[config.mk]
export PLATFORM = sky130hd
export DESIGN_NAME = ntt_bfly_addsub
export DESIGN_NICKNAME = d
export VERILOG_FILES = /design/src/rtl/ntt_bfly_addsub.sv
export SDC_FILE = /design/constraint.sdc
export NUM_CORES = 1
export LEC_CHECK = 0
export BUFFER_PORTS_ARGS = -buffer_cell sky130_fd_sc_hd__buf_2
export CAP_MARGIN = 20
export CORE_MARGIN = 2
export CORE_UTILIZATION = 62
export CTS_BUF_LIST = sky130_fd_sc_hd__clkbuf_16
export CTS_CLUSTER_DIAMETER = 60
export DETAILED_ROUTE_END_ITERATION = 7
export GPL_ROUTABILITY_DRIVEN = 0
export PLACE_DENSITY = 0.95
export SYNTH_ARGS = -nofsm -noshare
export SYNTH_HDL_FRONTEND = slang
export SYNTH_SLANG_ARGS = --single-unit
[constraint.sdc]
create_clock -name clk -period 5.9 [get_ports clk]
set_input_delay 0.885 -clock clk [delete_from_list [all_inputs] [get_ports clk]]
set_output_delay 0.885 -clock clk [all_outputs]
set_load 0.02 [all_outputs]
[src/rtl/ntt_bfly_addsub.sv]
// ntt_bfly_addsub
//   Add/subtract half of an NTT butterfly. Takes coefficient a and the
//   already-reduced twiddle product t and produces (a+t) mod q and
//   (a-t) mod q through a two-stage valid/ready pipeline.
//
//   Stage 1 registers the raw sum a+t and the raw difference a+q-t
//   (WIDTH+1 bits each). Stage 2 registers each value after one
//   conditional subtraction of q.
//
// Parameters
//   The modulus q and the coefficient width in bits.
//
// Ports
//   clk        clock, rising edge
//   rst        asynchronous active-high reset
//   in_valid   operand pair present
//   in_ready   pair accepted this cycle
//   in_a       top coefficient a
//   in_t       reduced twiddle product t
//   out_valid  result pair present
//   out_ready  downstream accepts result
//   out_sum    (a+t) mod q
//   out_diff   (a-t) mod q
//   busy       any stage holds valid data
//   op_count   completed output handshakes, wraps at 16 bits
//   range_err  sticky flag: an accepted operand was >= q
//              (present only when BFLY_RANGE_CHECK_EN is defined)
//
// Build option
//   BFLY_RANGE_CHECK_EN  adds the range_err port and its sticky flag.

module ntt_bfly_addsub #(
  parameter int MOD   = 3329,
  parameter int WIDTH = 12
) (
  input  logic             clk,
  input  logic             rst,
  input  logic             in_valid,
  output logic             in_ready,
  input  logic [WIDTH-1:0] in_a,
  input  logic [WIDTH-1:0] in_t,
  output logic             out_valid,
  input  logic             out_ready,
  output logic [WIDTH-1:0] out_sum,
  output logic [WIDTH-1:0] out_diff,
  output logic             busy,
  output logic [15:0]      op_count
`ifdef BFLY_RANGE_CHECK_EN
  ,
  output logic             range_err
`endif
);

  localparam logic [WIDTH:0] MOD_X = (WIDTH+1)'(MOD);

  // One conditional subtraction; exact whenever the input is below 2*MOD.
  function automatic logic [WIDTH-1:0] reduce_once(input logic [WIDTH:0] x);
    logic [WIDTH:0] r;
    r = (x >= MOD_X) ? (x - MOD_X) : x;
    return WIDTH'(r);
  endfunction

  logic             s1_valid_q, s1_valid_d;
  logic [WIDTH:0]   s1_sum_q,   s1_sum_d;
  logic [WIDTH:0]   s1_diff_q,  s1_diff_d;
  logic             s2_valid_q, s2_valid_d;
  logic [WIDTH-1:0] s2_sum_q,   s2_sum_d;
  logic [WIDTH-1:0] s2_diff_q,  s2_diff_d;
  logic [15:0]      op_count_q, op_count_d;

  logic s2_adv;
  logic s1_adv;
  logic in_fire;
  logic out_fire;

  always_comb begin
    s2_adv   = !s2_valid_q || out_ready;
    s1_adv   = s2_adv || !s1_valid_q;
    in_fire  = in_valid && s1_adv;
    out_fire = s2_valid_q && out_ready;

    s1_valid_d = s1_valid_q;
    s1_sum_d   = s1_sum_q;
    s1_diff_d  = s1_diff_q;
    s2_valid_d = s2_valid_q;
    s2_sum_d   = s2_sum_q;
    s2_diff_d  = s2_diff_q;
    op_count_d = op_count_q;

    if (s1_adv) begin
      s1_valid_d = in_valid;
    end
    if (in_fire) begin
      s1_sum_d  = {1'b0, in_a} + {1'b0, in_t};
      // Adding MOD before subtracting keeps the difference non-negative
      // for in-range operands.
      s1_diff_d = {1'b0, in_a} + MOD_X - {1'b0, in_t};
    end

    if (s2_adv) begin
      s2_valid_d = s1_valid_q;
      // Data only moves when there is something to move, so an emptied
      // output keeps its last value rather than loading stale stage-1 data.
      if (s1_valid_q) begin
        s2_sum_d  = reduce_once(s1_sum_q);
        s2_diff_d = reduce_once(s1_diff_q);
      end
    end

    if (out_fire) begin
      op_count_d = op_count_q + 16'd1;
    end
  end

  always_ff @(posedge clk or posedge rst) begin
    if (rst) begin
      s1_valid_q <= 1'b0;
      s1_sum_q   <= '0;
      s1_diff_q  <= '0;
      s2_valid_q <= 1'b0;
      s2_sum_q   <= '0;
      s2_diff_q  <= '0;
      op_count_q <= '0;
    end else begin
      s1_valid_q <= s1_valid_d;
      s1_sum_q   <= s1_sum_d;
      s1_diff_q  <= s1_diff_d;
      s2_valid_q <= s2_valid_d;
      s2_sum_q   <= s2_sum_d;
      s2_diff_q  <= s2_diff_d;
      op_count_q <= op_count_d;
    end
  end

`ifdef BFLY_RANGE_CHECK_EN
  logic range_err_q, range_err_d;

  always_comb begin
    range_err_d = range_err_q;
    if (in_fire && (({1'b0, in_a} >= MOD_X) || ({1'b0, in_t} >= MOD_X))) begin
      range_err_d = 1'b1;
    end
  end

  always_ff @(posedge clk or posedge rst) begin
    if (rst) begin
      range_err_q <= 1'b0;
    end else begin
      range_err_q <= range_err_d;
    end
  end

  assign range_err = range_err_q;
`endif

  assign in_ready  = s1_adv;
  assign out_valid = s2_valid_q;
  assign out_sum   = s2_sum_q;
  assign out_diff  = s2_diff_q;
  assign busy      = s1_valid_q || s2_valid_q;
  assign op_count  = op_count_q;

endmodule

**Yosys cells after proc, flatten, opt, wreduce, memory -nomap -nowiden**

Cells that the tools add are included.

- $add $sub $neg: 6
- Order comparisons: 2
- Reduce and logical (&&, ||, !) cells: 8
- Mux-type cells: 2

Operator list:

| operator | number |
|---|---|
| 13-bit by 12-bit >= comparator with 1-bit output, second input constant | 2 |
| 12-bit two-way mux | 2 |
| 12-bit subtractor, second input constant | 2 |
| 16-bit by 1-bit adder with 16-bit output, second input constant | 1 |
| 12-bit by 12-bit adder with 13-bit output | 1 |
| 12-bit by 12-bit adder with 13-bit output, second input constant | 1 |
| 13-bit by 12-bit subtractor with 13-bit output | 1 |
| 1-bit logical OR | 3 |
| 1-bit logical AND | 2 |
| 1-bit zero test | 2 |
| 2-bit AND reduction | 1 |

- Logic and storage cells: 25
- Output and inout port bits: 43
- Register bits: 68
- Bits of input ports: 28

**Depth between registers and ports, before layout**

Gate-level depths: netlist (run 1).

- Depth in word-level cells: 4
- Gate-level depth with buffers: 12
- Mapped depth without buffers: 12

**Worst setup path before layout (run 1)**

OpenSTA, ideal clock, no wires.

- Path type: input to register
- From: input in_t[7]
- To: register s1_diff_q[12]
- Cell stages on the path: 10
- Path slack: 3.229 ns
- Data arrival time: 2.535 ns
- Library setup time: 0.136 ns
- Buffers on the path: 1
- Required time: 5.764 ns
- Cells stage by stage: inv_1 -> ha_1 -> ha_1 -> clkbuf_1 -> a21oi_1 -> o21ai_0 -> or3_1 -> o22ai_1 -> xor2_1 -> o21ai_0

- Longest elaborated chain between the ends: 1

Ends and longest elaborated chain:

| what | line | RTL |
|---|---|---|
| start: declaration | 41 | `input logic [WIDTH-1:0] in_t,` |
| 13-bit by 12-bit subtractor with 13-bit output | 97 | `s1_diff_d = {1'b0, in_a} + MOD_X - {1'b0, in_t};` |
| end signal: assignment | 127 | `s1_diff_q <= s1_diff_d;` |
| end: declaration | 65 | `logic [WIDTH:0] s1_diff_q, s1_diff_d;` |

Every way passes these cells.
A chain may end at the register's enable or synchronous reset.

**Worst setup path after layout (run 1)**

- From: input in_a[0]
- To: register s1_sum_q[10]

- Longest elaborated chain between the ends: 1

Ends and longest elaborated chain:

| what | line | RTL |
|---|---|---|
| start: declaration | 40 | `input logic [WIDTH-1:0] in_a,` |
| 12-bit by 12-bit adder with 13-bit output | 94 | `s1_sum_d = {1'b0, in_a} + {1'b0, in_t};` |
| end signal: assignment | 126 | `s1_sum_q <= s1_sum_d;` |
| end: declaration | 64 | `logic [WIDTH:0] s1_sum_q, s1_sum_d;` |

Every way passes these cells.

==> results.cfg, run 1 <==
[worst_setup_path]
critPathMaxFanout = 4
critPathKind = input port to flop
cp-end-kind = flop
max_stage_delay_ns = 0.42
crit_path_start_kind = input port
critPathBufInv = 1
path_delay_family = compound AO/OA/AOI/OAI gates
cp.required_ns = 6.17
slowest_stage = o31ai_1
arrival_ns = 2.97
path_cells = buf_2 -> ha_1 -> fa_1 -> nand2b_1 -> a21oi_1 -> o31ai_1 -> a311oi_1 -> or3_1 -> nand3_1

[die]
core_area_um2 = 6870
start_util_pct = 64.6
ios = 71
fp.dieH_um = 88.6
row_count = 30
fp.dieArea_um2 = 7860
die_w_um = 88.6

[clock_network]
clockBufferDepth = 2
clk_latency_ns = 0.33
cts_setup_buffers = 0
root_buffer = clkbuf_16
clk_pin_slew_ns = 0.06
cts_tree = built
cts_max_level = 3
cts_made_buffers = 9
hold_buffers = 0
cts_sinks = 68
cts_resized = 0

[yosys]
synth-edff-count = 0
syn-num-nets = 564
synth.area.top_cells = dfrtp_1 38%, ha_1 11%, xnor2_1 5.9%
synth_seq_area_share_pct = 38.3
syn_inst = 494
synth-async-reset-ratio_pct = 100
ys_seq_elements = 68
synthDistinctLibCells = 55
yosys_warnings = 0
synth_top_area_share_pct = 38.3
synth_area_leader_cell = dfrtp_1
ys.flop_type = dfrtp_1
syn_area_um2 = 4440
syn_avg_cell_area_um2 = 8.99

[global_routing]
first_global_vias = 3687
busiest_layer = met2
grt_overflow = 0
globalRouteMet2Util_pct = 46.9
grt_use_met3_pct = 5.78
grt_antenna_before_repair = 0
grt_max_degree = 69
met1_usage_pct = 32.4
grt_pass1_wl_um = 16500
grt_usage_pct = 26.8

[sta]
tightest_slew_ns = 0.815
timing.fmax_mhz = 369
rsz0062_at_grt = no
finalSetupViolCount = 0
period_minus_slack_ns = 2.71
drv_slew = 0
slew_headroom_pct = 45.7
hold_viol_final = 0
finalSetupTns_ns = 0
fin_skew_ns = 0.00666
period_share_pct = 45.9

[route]
firstDrtPassIters = 6
drc = 0
routed_wl_um = 9930
drt_iter0_drc = 239
avgViaCountPerCell = 5.86
vias = 3882
drtAntennaViolNets = 0
avgRoutedWirePerCell_um = 15.0

[power]
ir_drop_mv = 0.170
power_w = 0.00196
p_leak_nw = 2.49
powerDensity_nw_per_um2 = 377

[place]
port-buffer-count = 70
place_hpwl_um = 7040

[min_path]
hp-class = flop to flop

[final_layout]
fill_cells = 463
ff_latch_area_um2 = 1700
areaGrowthSynthToFinish_pct = 16.9
layout-drive-gt1-share_pct = 17.3
multi_input_area_um2 = 2520
nNetsFinal = 632
diodes = 0

[status]
status = complete, no violations

[job]
cap_violations = 0
tightest hold or removal path, cell delays in order (launching register included):
cell and delay [ns]:
dfrtp_1 0.33, nand2_1 0.04, o21ai_0 0.05
kinds of logic after synthesis:
logic type,Yosys count,synth area share (%)
AND/OR/NAND/NOR,164,18.1
buffers and inverters,53,4.96
multiplexers,2,0.479
XOR/XNOR,48,9.47
flip-flops,68,38.3
adder cells (fa/ha/maj),42,12.2
AO/OA/AOI/OAI,117,16.5
power by group:
group | internal, W | switching [W] | total [W] | leakage, nW
Sequential | 0.000594 | 0.000140 | 0.000734 | 0.846
Combinational | 0.000258 | 0.000402 | 0.000660 | 1.49
Clock | 0.000368 | 0.000197 | 0.000565 | 0.153
synth_stat cells, types with 3 or more instances:
| cell | n |
|---|---|
| a21oi_1 | 23 |
| nand4_1 | 10 |
| o21ai_0 | 50 |
| nand2_1 | 67 |
| nand2b_1 | 8 |
| and2_1 | 3 |
| ha_1 | 40 |
| nand3_1 | 16 |
| nor4_1 | 4 |
| buf_2 | 4 |
| clkbuf_1 | 9 |
| a31oi_1 | 9 |
| nor2_1 | 23 |
| nand3b_1 | 3 |
| xnor2_1 | 30 |
| nor2b_1 | 3 |
| xor2_1 | 18 |
| or3_1 | 5 |
| a21o_1 | 5 |
| dfrtp_1 | 68 |
| o31ai_1 | 4 |
| o21a_1 | 3 |
| nor3_1 | 10 |
| inv_1 | 37 |
| a211o_1 | 3 |
flip-flops by register name (all words and copies together) (netlist names):
name        cells
s1_sum_q       13
op_count       16
s1_valid_q      1
out_sum        12
s1_diff_q      13
out_diff       12
out_valid       1
routing by layer:
| metal | up-vias | wire (um) |
|---|---|---|
| met3 | 24 | 576 |
| met1 | 1835 | 4140 |
| met4 | 0 | 221 |
| met2 | 169 | 4990 |
| li1 | 1854 | - |
| met5 | - | 0 |
final cells by class:
type | instances | share of cell area [%]
Multi-Input combinational cell | 373 | 48.5
Timing Repair Buffer | 73 | 7.57
Sequential cell | 68 | 32.8
Tap cell | 96 | 2.31
Clock inverter | 7 | 1.78
Inverter | 37 | 2.68
Clock buffer | 9 | 4.34
path summary, 6_finish.rpt:
kind                       slack, ns                  endpoint                     start  depth (start not counted)
max                             3.19  s1_sum_q[10]$_DFFE_PP0P_                   in_a[0]                          9
min                             0.47   out_diff[0]$_DFFE_PP0P_   out_diff[0]$_DFFE_PP0P_                          2
max reg2reg                     3.92   out_diff[7]$_DFFE_PP0P_  s1_diff_q[1]$_DFFE_PP0P_                          8
min reg2reg                     0.47   out_diff[0]$_DFFE_PP0P_   out_diff[0]$_DFFE_PP0P_                          2
max in group asynchronous       4.58  s1_diff_q[4]$_DFFE_PP0P_                       rst                          3
min in group asynchronous       0.79   out_diff[5]$_DFFE_PP0P_                       rst                          3
metrics by stage:
stage | cells | util (%) | hold WS (ns) | instance area [um2] | setup WS, ns
3_5_place_dp | 646 | 70.5 | 0.458 | 4840 | 2.87
5_1_grt | 663 | 75.6 | 0.479 | 5190 | 3.05
2_1_floorplan | 494 | - | 0.493 | 4440 | 3.23
3_3_place_gp | 646 | 70.5 | 0.454 | 4840 | 2.97
6_report | 663 | 75.6 | 0.468 | 5190 | 3.19
4_1_cts | 662 | 75.2 | 0.470 | 5160 | 3.20
placed cells by master (no fill, tap or decap), types with 8 or more instances in the layout:
cell type / instances
nor2_1: 23
o21ai_0: 50
a21oi_1: 23
nand4_1: 10
nand3_1: 16
buf_2: 70
nand2_1: 67
xnor2_1: 30
dfrtp_1: 68
xor2_1: 18
nand2b_1: 8
nor3_1: 10
ha_1: 40
clkbuf_16: 9
inv_1: 37
a31oi_1: 9
(Power assumes the default switching activity.)
==> run 2: changes to the inputs <==
--- a/config.mk
+++ b/config.mk
@@ -5,15 +5,16 @@
 export SDC_FILE = /design/constraint.sdc
 export NUM_CORES = 1
 export LEC_CHECK = 0
+export ABC_AREA = 1
 export BUFFER_PORTS_ARGS = -buffer_cell sky130_fd_sc_hd__buf_2
 export CAP_MARGIN = 20
 export CORE_MARGIN = 2
-export CORE_UTILIZATION = 62
+export CORE_UTILIZATION = 53
 export CTS_BUF_LIST = sky130_fd_sc_hd__clkbuf_16
 export CTS_CLUSTER_DIAMETER = 60
 export DETAILED_ROUTE_END_ITERATION = 7
 export GPL_ROUTABILITY_DRIVEN = 0
-export PLACE_DENSITY = 0.95
+export PLACE_DENSITY = 0.88
 export SYNTH_ARGS = -nofsm -noshare
 export SYNTH_HDL_FRONTEND = slang
 export SYNTH_SLANG_ARGS = --single-unit
==> constraint.sdc (replaced) <==
create_clock -name clk -period 2.4 [get_ports clk]
set_input_delay 0.36 -clock clk [delete_from_list [all_inputs] [get_ports clk]]
set_output_delay 0.36 -clock clk [all_outputs]
set_load 0.02 [all_outputs]
==> results.cfg, run 2 <==
[status]
status = complete, no violations

[sta]
timing.fmax_mhz = 493
finalSetupTns_ns = 0
period_share_pct = 84.5
hold_viol_final = 0
tightest_slew_ns = 0.589
period_minus_slack_ns = 2.03
fin_skew_ns = 0.00388
finalSetupViolCount = 0
drv_slew = 0
rsz0062_at_grt = no
slew_headroom_pct = 60.7

[worst_setup_path]
arrival_ns = 2.24
cp.required_ns = 2.62
rr_worst_depth = 11
cp-end-kind = flop
critPathKind = input port to flop
crit_path_start_kind = input port
ff2ff_setup_slack_ns = 0.59
worst_r2r_startpoint = s1_diff_q[1]$_DFFE_PP0P_
critPathMaxFanout = 3
cp-startpoint = in_a[1]
rr_endpoint = out_diff[3]$_DFFE_PP0P_

[route]
vias = 4652
drt_iter0_drc = 381
avgRoutedWirePerCell_um = 13.2
firstDrtPassIters = 5
drc = 0
drtAntennaViolNets = 0
routed_wl_um = 11300
avgViaCountPerCell = 5.43

[global_routing]
grt_antenna_before_repair = 0
first_global_vias = 4308
grt_usage_pct = 23.8
grt_max_degree = 41
grt_pass1_wl_um = 19300
grt_overflow = 0

[final_layout]
multi_input_area_um2 = 2700
largest_register_ffs = 16
ff_latch_area_um2 = 1700
final_common_cell = nand2_1
final_cell_mix = 218 x nand2_1, 83 x inv_1, 75 x nand3_1
final_cells = 856
fill_cells = 715
nNetsFinal = 813
areaGrowthSynthToFinish_pct = 16.6
final_cell_area_um2 = 5640
layout-drive-gt1-share_pct = 16.7
diodes = 0

[yosys]
yosysMostFrequentCell = nand2_1
ys_top_cells_by_count = 218 x nand2_1, 84 x inv_1, 75 x nand3_1
syn_inst = 672
yosys_warnings = 0
ys_seq_elements = 68
synth_area_leader_cell = dfrtp_1
synthDistinctLibCells = 36
syn_avg_cell_area_um2 = 7.20
synth-async-reset-ratio_pct = 100
synth.area.top_cells = dfrtp_1 35%, nand2_1 17%, ha_1 10%
syn-num-nets = 742
synth_seq_area_share_pct = 35.2
ys.flop_type = dfrtp_1
synth-edff-count = 0
syn_area_um2 = 4840
synth_top_area_share_pct = 35.2

[die]
ios = 71
row_count = 34
die_w_um = 99.5
start_util_pct = 54.9
core_area_um2 = 8810
fp.dieH_um = 99.5
fp.dieArea_um2 = 9910

[clock_network]
root_buffer = clkbuf_16
cts_resized = 0
cts_sinks = 68
cts_max_level = 3
clk_latency_ns = 0.33
hold_buffers = 0
cts_setup_buffers = 0
clockBufferDepth = 2
cts_made_buffers = 9
cts_tree = built
clk_pin_slew_ns = 0.06

[power]
p_sw_w = 0.00202
p_int_w = 0.00325
p_leak_nw = 3.11
power_w = 0.00527
swShare_pct = 38.4
powerDensity_nw_per_um2 = 934
ir_drop_mv = 0.449
p_comb_share_pct = 36.2
clockPowerShare_pct = 30.1
power_frac_seq_pct = 33.7

[place]
place_inst = 840
port-buffer-count = 70
placed_cell_area_um2 = 5280
place_hpwl_um = 8770

[min_path]
hp-class = input port to asynchronous set/reset pin

[job]
cap_violations = 0
## run 2: cell types whose count changed after synthesis, moves of 8 or more
cell	previous run	this run
nor2_1	23	37
nand2_1	67	218
o21ai_1	2	16
nand2b_1	8	0
nand3_1	16	75
xnor2_1	30	10
inv_1	37	84
nand2_2	1	11
o21ai_0	50	17
## run 2: final cells by class
type / count / area share [%]
clock buffers: 9 / 3.99
repair buffers: 74 / 6.97
inverters: 91 / 6.06
multi-input cells: 499 / 47.9
clock inverters: 7 / 2.46
flip-flops and latches: 68 / 30.2
well taps: 108 / 2.40
## run 2: critical path: stages
cell and delay, ns:
buf_2 0.12, inv_1 0.05, ha_1 0.28, inv_1 0.08, ha_1 0.17, inv_1 0.06, fa_1 0.38, o21ai_1 0.25
nand2_1 0.08, nand2_1 0.10, nand2_1 0.08, nand2_1 0.06, nand2_1 0.05, nand3_1 0.06, nand2_1 0.05
## run 2: worst max-delay path by stage
stage | to
after floorplan | op_count[0]$_DFFE_PP0P_
after global placement | s1_diff_q[9]$_DFFE_PP0P_
after detailed placement | s1_diff_q[9]$_DFFE_PP0P_
after CTS | s1_diff_q[9]$_DFFE_PP0P_
after global routing | s1_diff_q[9]$_DFFE_PP0P_
final | s1_diff_q[9]$_DFFE_PP0P_
## run 2: cell families (layout without fill, tap and decap cells)
family	count (synthesis)	count (layout)	synth area share, %
AO/OA/AOI/OAI	64	64	7.06
buffers and inverters	105	181	8.92
AND/OR/NAND/NOR	371	371	33.6
multiplexers	1	1	0.233
flip-flops	68	68	35.2
adder cells (fa/ha/maj)	42	42	11.2
XOR/XNOR	21	21	3.80
## run 2: stage by stage
| stage | utilization [%] | worst slack (ns) | hold slack [ns] |
|---|---|---|---|
| global route | 64.0 | 0.210 | 0.157 |
| finish | 64.0 | 0.373 | 0.0928 |
| global placement | 59.9 | 0.158 | 0.451 |
| detailed placement | 59.9 | 0.0567 | 0.468 |
| CTS | 64.0 | 0.408 | 0.123 |
| floorplan | - | 0.328 | 0.449 |
## run 2: routing by layer
metal / GRT usage [%] / vias to the layer above / part of all wire, %
li1: - / 2279 / -
met1: 31.9 / 2114 / 44
met2: 38.6 / 225 / 46
met3: 3.79 / 34 / 7.0
met4: 9.91 / 0 / 3.2
met5: 0 / - / 0
## run 2: power groups by stage
stage	sequential, W	clock [W]	combinational [W]
global placement	0.00176	0	0.00182
global route	0.00182	0.00166	0.00214
floorplan	0.00200	0	0.00112
CTS	0.00177	0.00161	0.00190
detailed placement	0.00178	0	0.00188
finish	0.00177	0.00159	0.00191
==> run 3: changes to the inputs <==
--- a/config.mk
+++ b/config.mk
@@ -5,16 +5,16 @@
 export SDC_FILE = /design/constraint.sdc
 export NUM_CORES = 1
 export LEC_CHECK = 0
-export ABC_AREA = 1
+export ABC_AREA = 0
 export BUFFER_PORTS_ARGS = -buffer_cell sky130_fd_sc_hd__buf_2
 export CAP_MARGIN = 20
 export CORE_MARGIN = 2
-export CORE_UTILIZATION = 53
+export CORE_UTILIZATION = 52
 export CTS_BUF_LIST = sky130_fd_sc_hd__clkbuf_16
 export CTS_CLUSTER_DIAMETER = 60
 export DETAILED_ROUTE_END_ITERATION = 7
 export GPL_ROUTABILITY_DRIVEN = 0
-export PLACE_DENSITY = 0.88
+export PLACE_DENSITY = 0.87
 export SYNTH_ARGS = -nofsm -noshare
 export SYNTH_HDL_FRONTEND = slang
 export SYNTH_SLANG_ARGS = --single-unit
==> constraint.sdc (replaced) <==
create_clock -name clk -period 1.7 [get_ports clk]
set_input_delay 0.255 -clock clk [delete_from_list [all_inputs] [get_ports clk]]
set_output_delay 0.255 -clock clk [all_outputs]
set_load 0.02 [all_outputs]
==> results.cfg, run 3 (synthesis results as in run 1) <==
[status]
status = finished with violations
violations = negative setup slack

[route]
drt_iter0_drc = 412
drtAntennaViolNets = 0
routed_wl_um = 14700
firstDrtPassIters = 5
vias = 4628
avgRoutedWirePerCell_um = 19.1
avgViaCountPerCell = 5.98
drc = 0

[final_layout]
largest_register_ffs = 16
ff_latch_area_um2 = 1710
multi_input_area_um2 = 3030
final_cell_mix = 95 x buf_4, 66 x buf_2, 65 x dfrtp_1
layout-drive-gt1-share_pct = 40.5
nNetsFinal = 735
final_common_cell = buf_4
areaGrowthSynthToFinish_pct = 48.0
fill_cells = 480
diodes = 0

[clock_network]
clk_pin_slew_ns = 0.05
hold_buffers = 0
cts_tree = built
cts_made_buffers = 9
clockBufferDepth = 2
cts_max_level = 3
root_buffer = clkbuf_16
cts_sinks = 68
clk_latency_ns = 0.34

[power]
powerDensity_nw_per_um2 = 1220
ir_drop_mv = 0.703
p_leak_nw = 3.05

[global_routing]
grt_antenna_before_repair = 0
grt_usage_pct = 27.7
first_global_vias = 4301
grt_max_degree = 48
grt_pass1_wl_um = 19700
grt_overflow = 0

[sta]
finalSetupViolCount = 23
rsz0062_at_grt = yes
fin_skew_ns = 0.00764
worst_slack_ns = -0.216
slew_headroom_pct = 56.3
tightest_slew_ns = 0.654
drv_slew = 0
timing.fmax_mhz = 522
hold_ws_ns = 0.00625
period_minus_slack_ns = 1.92
finalSetupTns_ns = -1.84
hold_viol_final = 0
period_share_pct = 113

[die]
ios = 71
fp.dieArea_um2 = 9290
fp.dieH_um = 96.4
start_util_pct = 53.8
row_count = 33
die_w_um = 96.4
core_area_um2 = 8260

[worst_setup_path]
crit_path_start_kind = flop
critPathMaxFanout = 7
max_stage_delay_ns = 0.41
path_cells = buf_6 -> nor4_4 -> buf_4 -> a32oi_4 -> buf_6 -> nand2_1 -> o21ai_0 -> o21ai_0
arrival_ns = 2.13
ff2ff_setup_slack_ns = -0.22
cp-end-kind = flop
cp.required_ns = 1.91
critPathKind = flop to flop
rr_worst_depth = 8
slowest_stage = dfrtp_1

[place]
port-buffer-count = 70
place_hpwl_um = 9070

[job]
cap_violations = 0

[min_path]
hp-class = input port to asynchronous set/reset pin
==> run 3: cell count changes in the layout (fill, tap and decap cells not counted), moves of 9 or more <==
cell / previous run / this run
nand2_1: 218 / 62
nor2_1: 37 / 19
ha_4: 0 / 18
xnor2_1: 10 / 29
o21ai_0: 17 / 37
buf_4: 3 / 95
nand3_1: 75 / 14
buf_6: 0 / 9
inv_1: 83 / 27
ha_1: 40 / 19
==> run 3: path summary, 6_finish.rpt <==
| path | start | endpoint |
|---|---|---|
| max | s1_diff_q[1]$_DFFE_PP0P_ | out_diff[1]$_DFFE_PP0P_ |
| min | rst | out_diff[8]$_DFFE_PP0P_ |
| max reg2reg | s1_diff_q[1]$_DFFE_PP0P_ | out_diff[1]$_DFFE_PP0P_ |
| min reg2reg | op_count[15]$_DFFE_PP0P_ | op_count[15]$_DFFE_PP0P_ |
| max in group asynchronous | rst | s1_sum_q[7]$_DFFE_PP0P_ |
| min in group clk | in_valid | s1_valid_q$_DFFE_PP0N_ |
==> run 3: critical path, delay by kind of cell, from the launching register on <==
family,cells,cell delay (ns)
flip-flops,1,0.41
AO/OA/AOI/OAI,3,0.55
buffers and inverters,3,0.49
AND/OR/NAND/NOR,2,0.33
==> run 3: final cells by class <==
class / instances / share of cell area, %
flip-flops and latches: 68 / 26.0
multi-input cells: 373 / 46.1
clock inverters: 6 / 1.22
clock buffers: 9 / 3.43
repair buffers: 176 / 19.1
well taps: 105 / 2.00
inverters: 37 / 2.21
==> run 3: layer usage <==
| metal | share of wire, % | wire length [um] | global-route usage (%) |
|---|---|---|---|
| met1 | 36 | 5290 | 29.9 |
| met2 | 51 | 7550 | 51.3 |
| met3 | 7.7 | 1140 | 5.51 |
| met4 | 5.2 | 770 | 13.7 |
| met5 | 0 | 0 | 0 |
==> run 3: metrics by stage <==
stage | util [%] | instance area, um2 | worst slack, ns | instances | total power (W)
floorplan | - | 4630 | -0.252 | 494 | 0.00415
global placement | 70.0 | 5780 | -0.382 | 747 | 0.00518
detailed placement | 70.0 | 5780 | -0.439 | 747 | 0.00536
CTS | 75.1 | 6200 | -0.0315 | 765 | 0.00744
global route | 79.6 | 6570 | -0.321 | 774 | 0.00833
finish | 79.6 | 6570 | -0.216 | 774 | 0.00799
==> run 3: report_power, final <==
group | switching [W] | leakage, nW | total (W) | internal [W]
logic | 0.00201 | 2.06 | 0.00352 | 0.00150
registers | 0.000420 | 0.843 | 0.00249 | 0.00207
clock network | 0.000722 | 0.146 | 0.00198 | 0.00126
total | 0.00316 | 3.05 | 0.00799 | 0.00483
==> run 3: what timing repair did <==
action                                  CTS  global route
endpoints found under the setup margin   20            34
pin swaps                                14            33
setup buffers                             3             9
gates resized for setup                  25            66
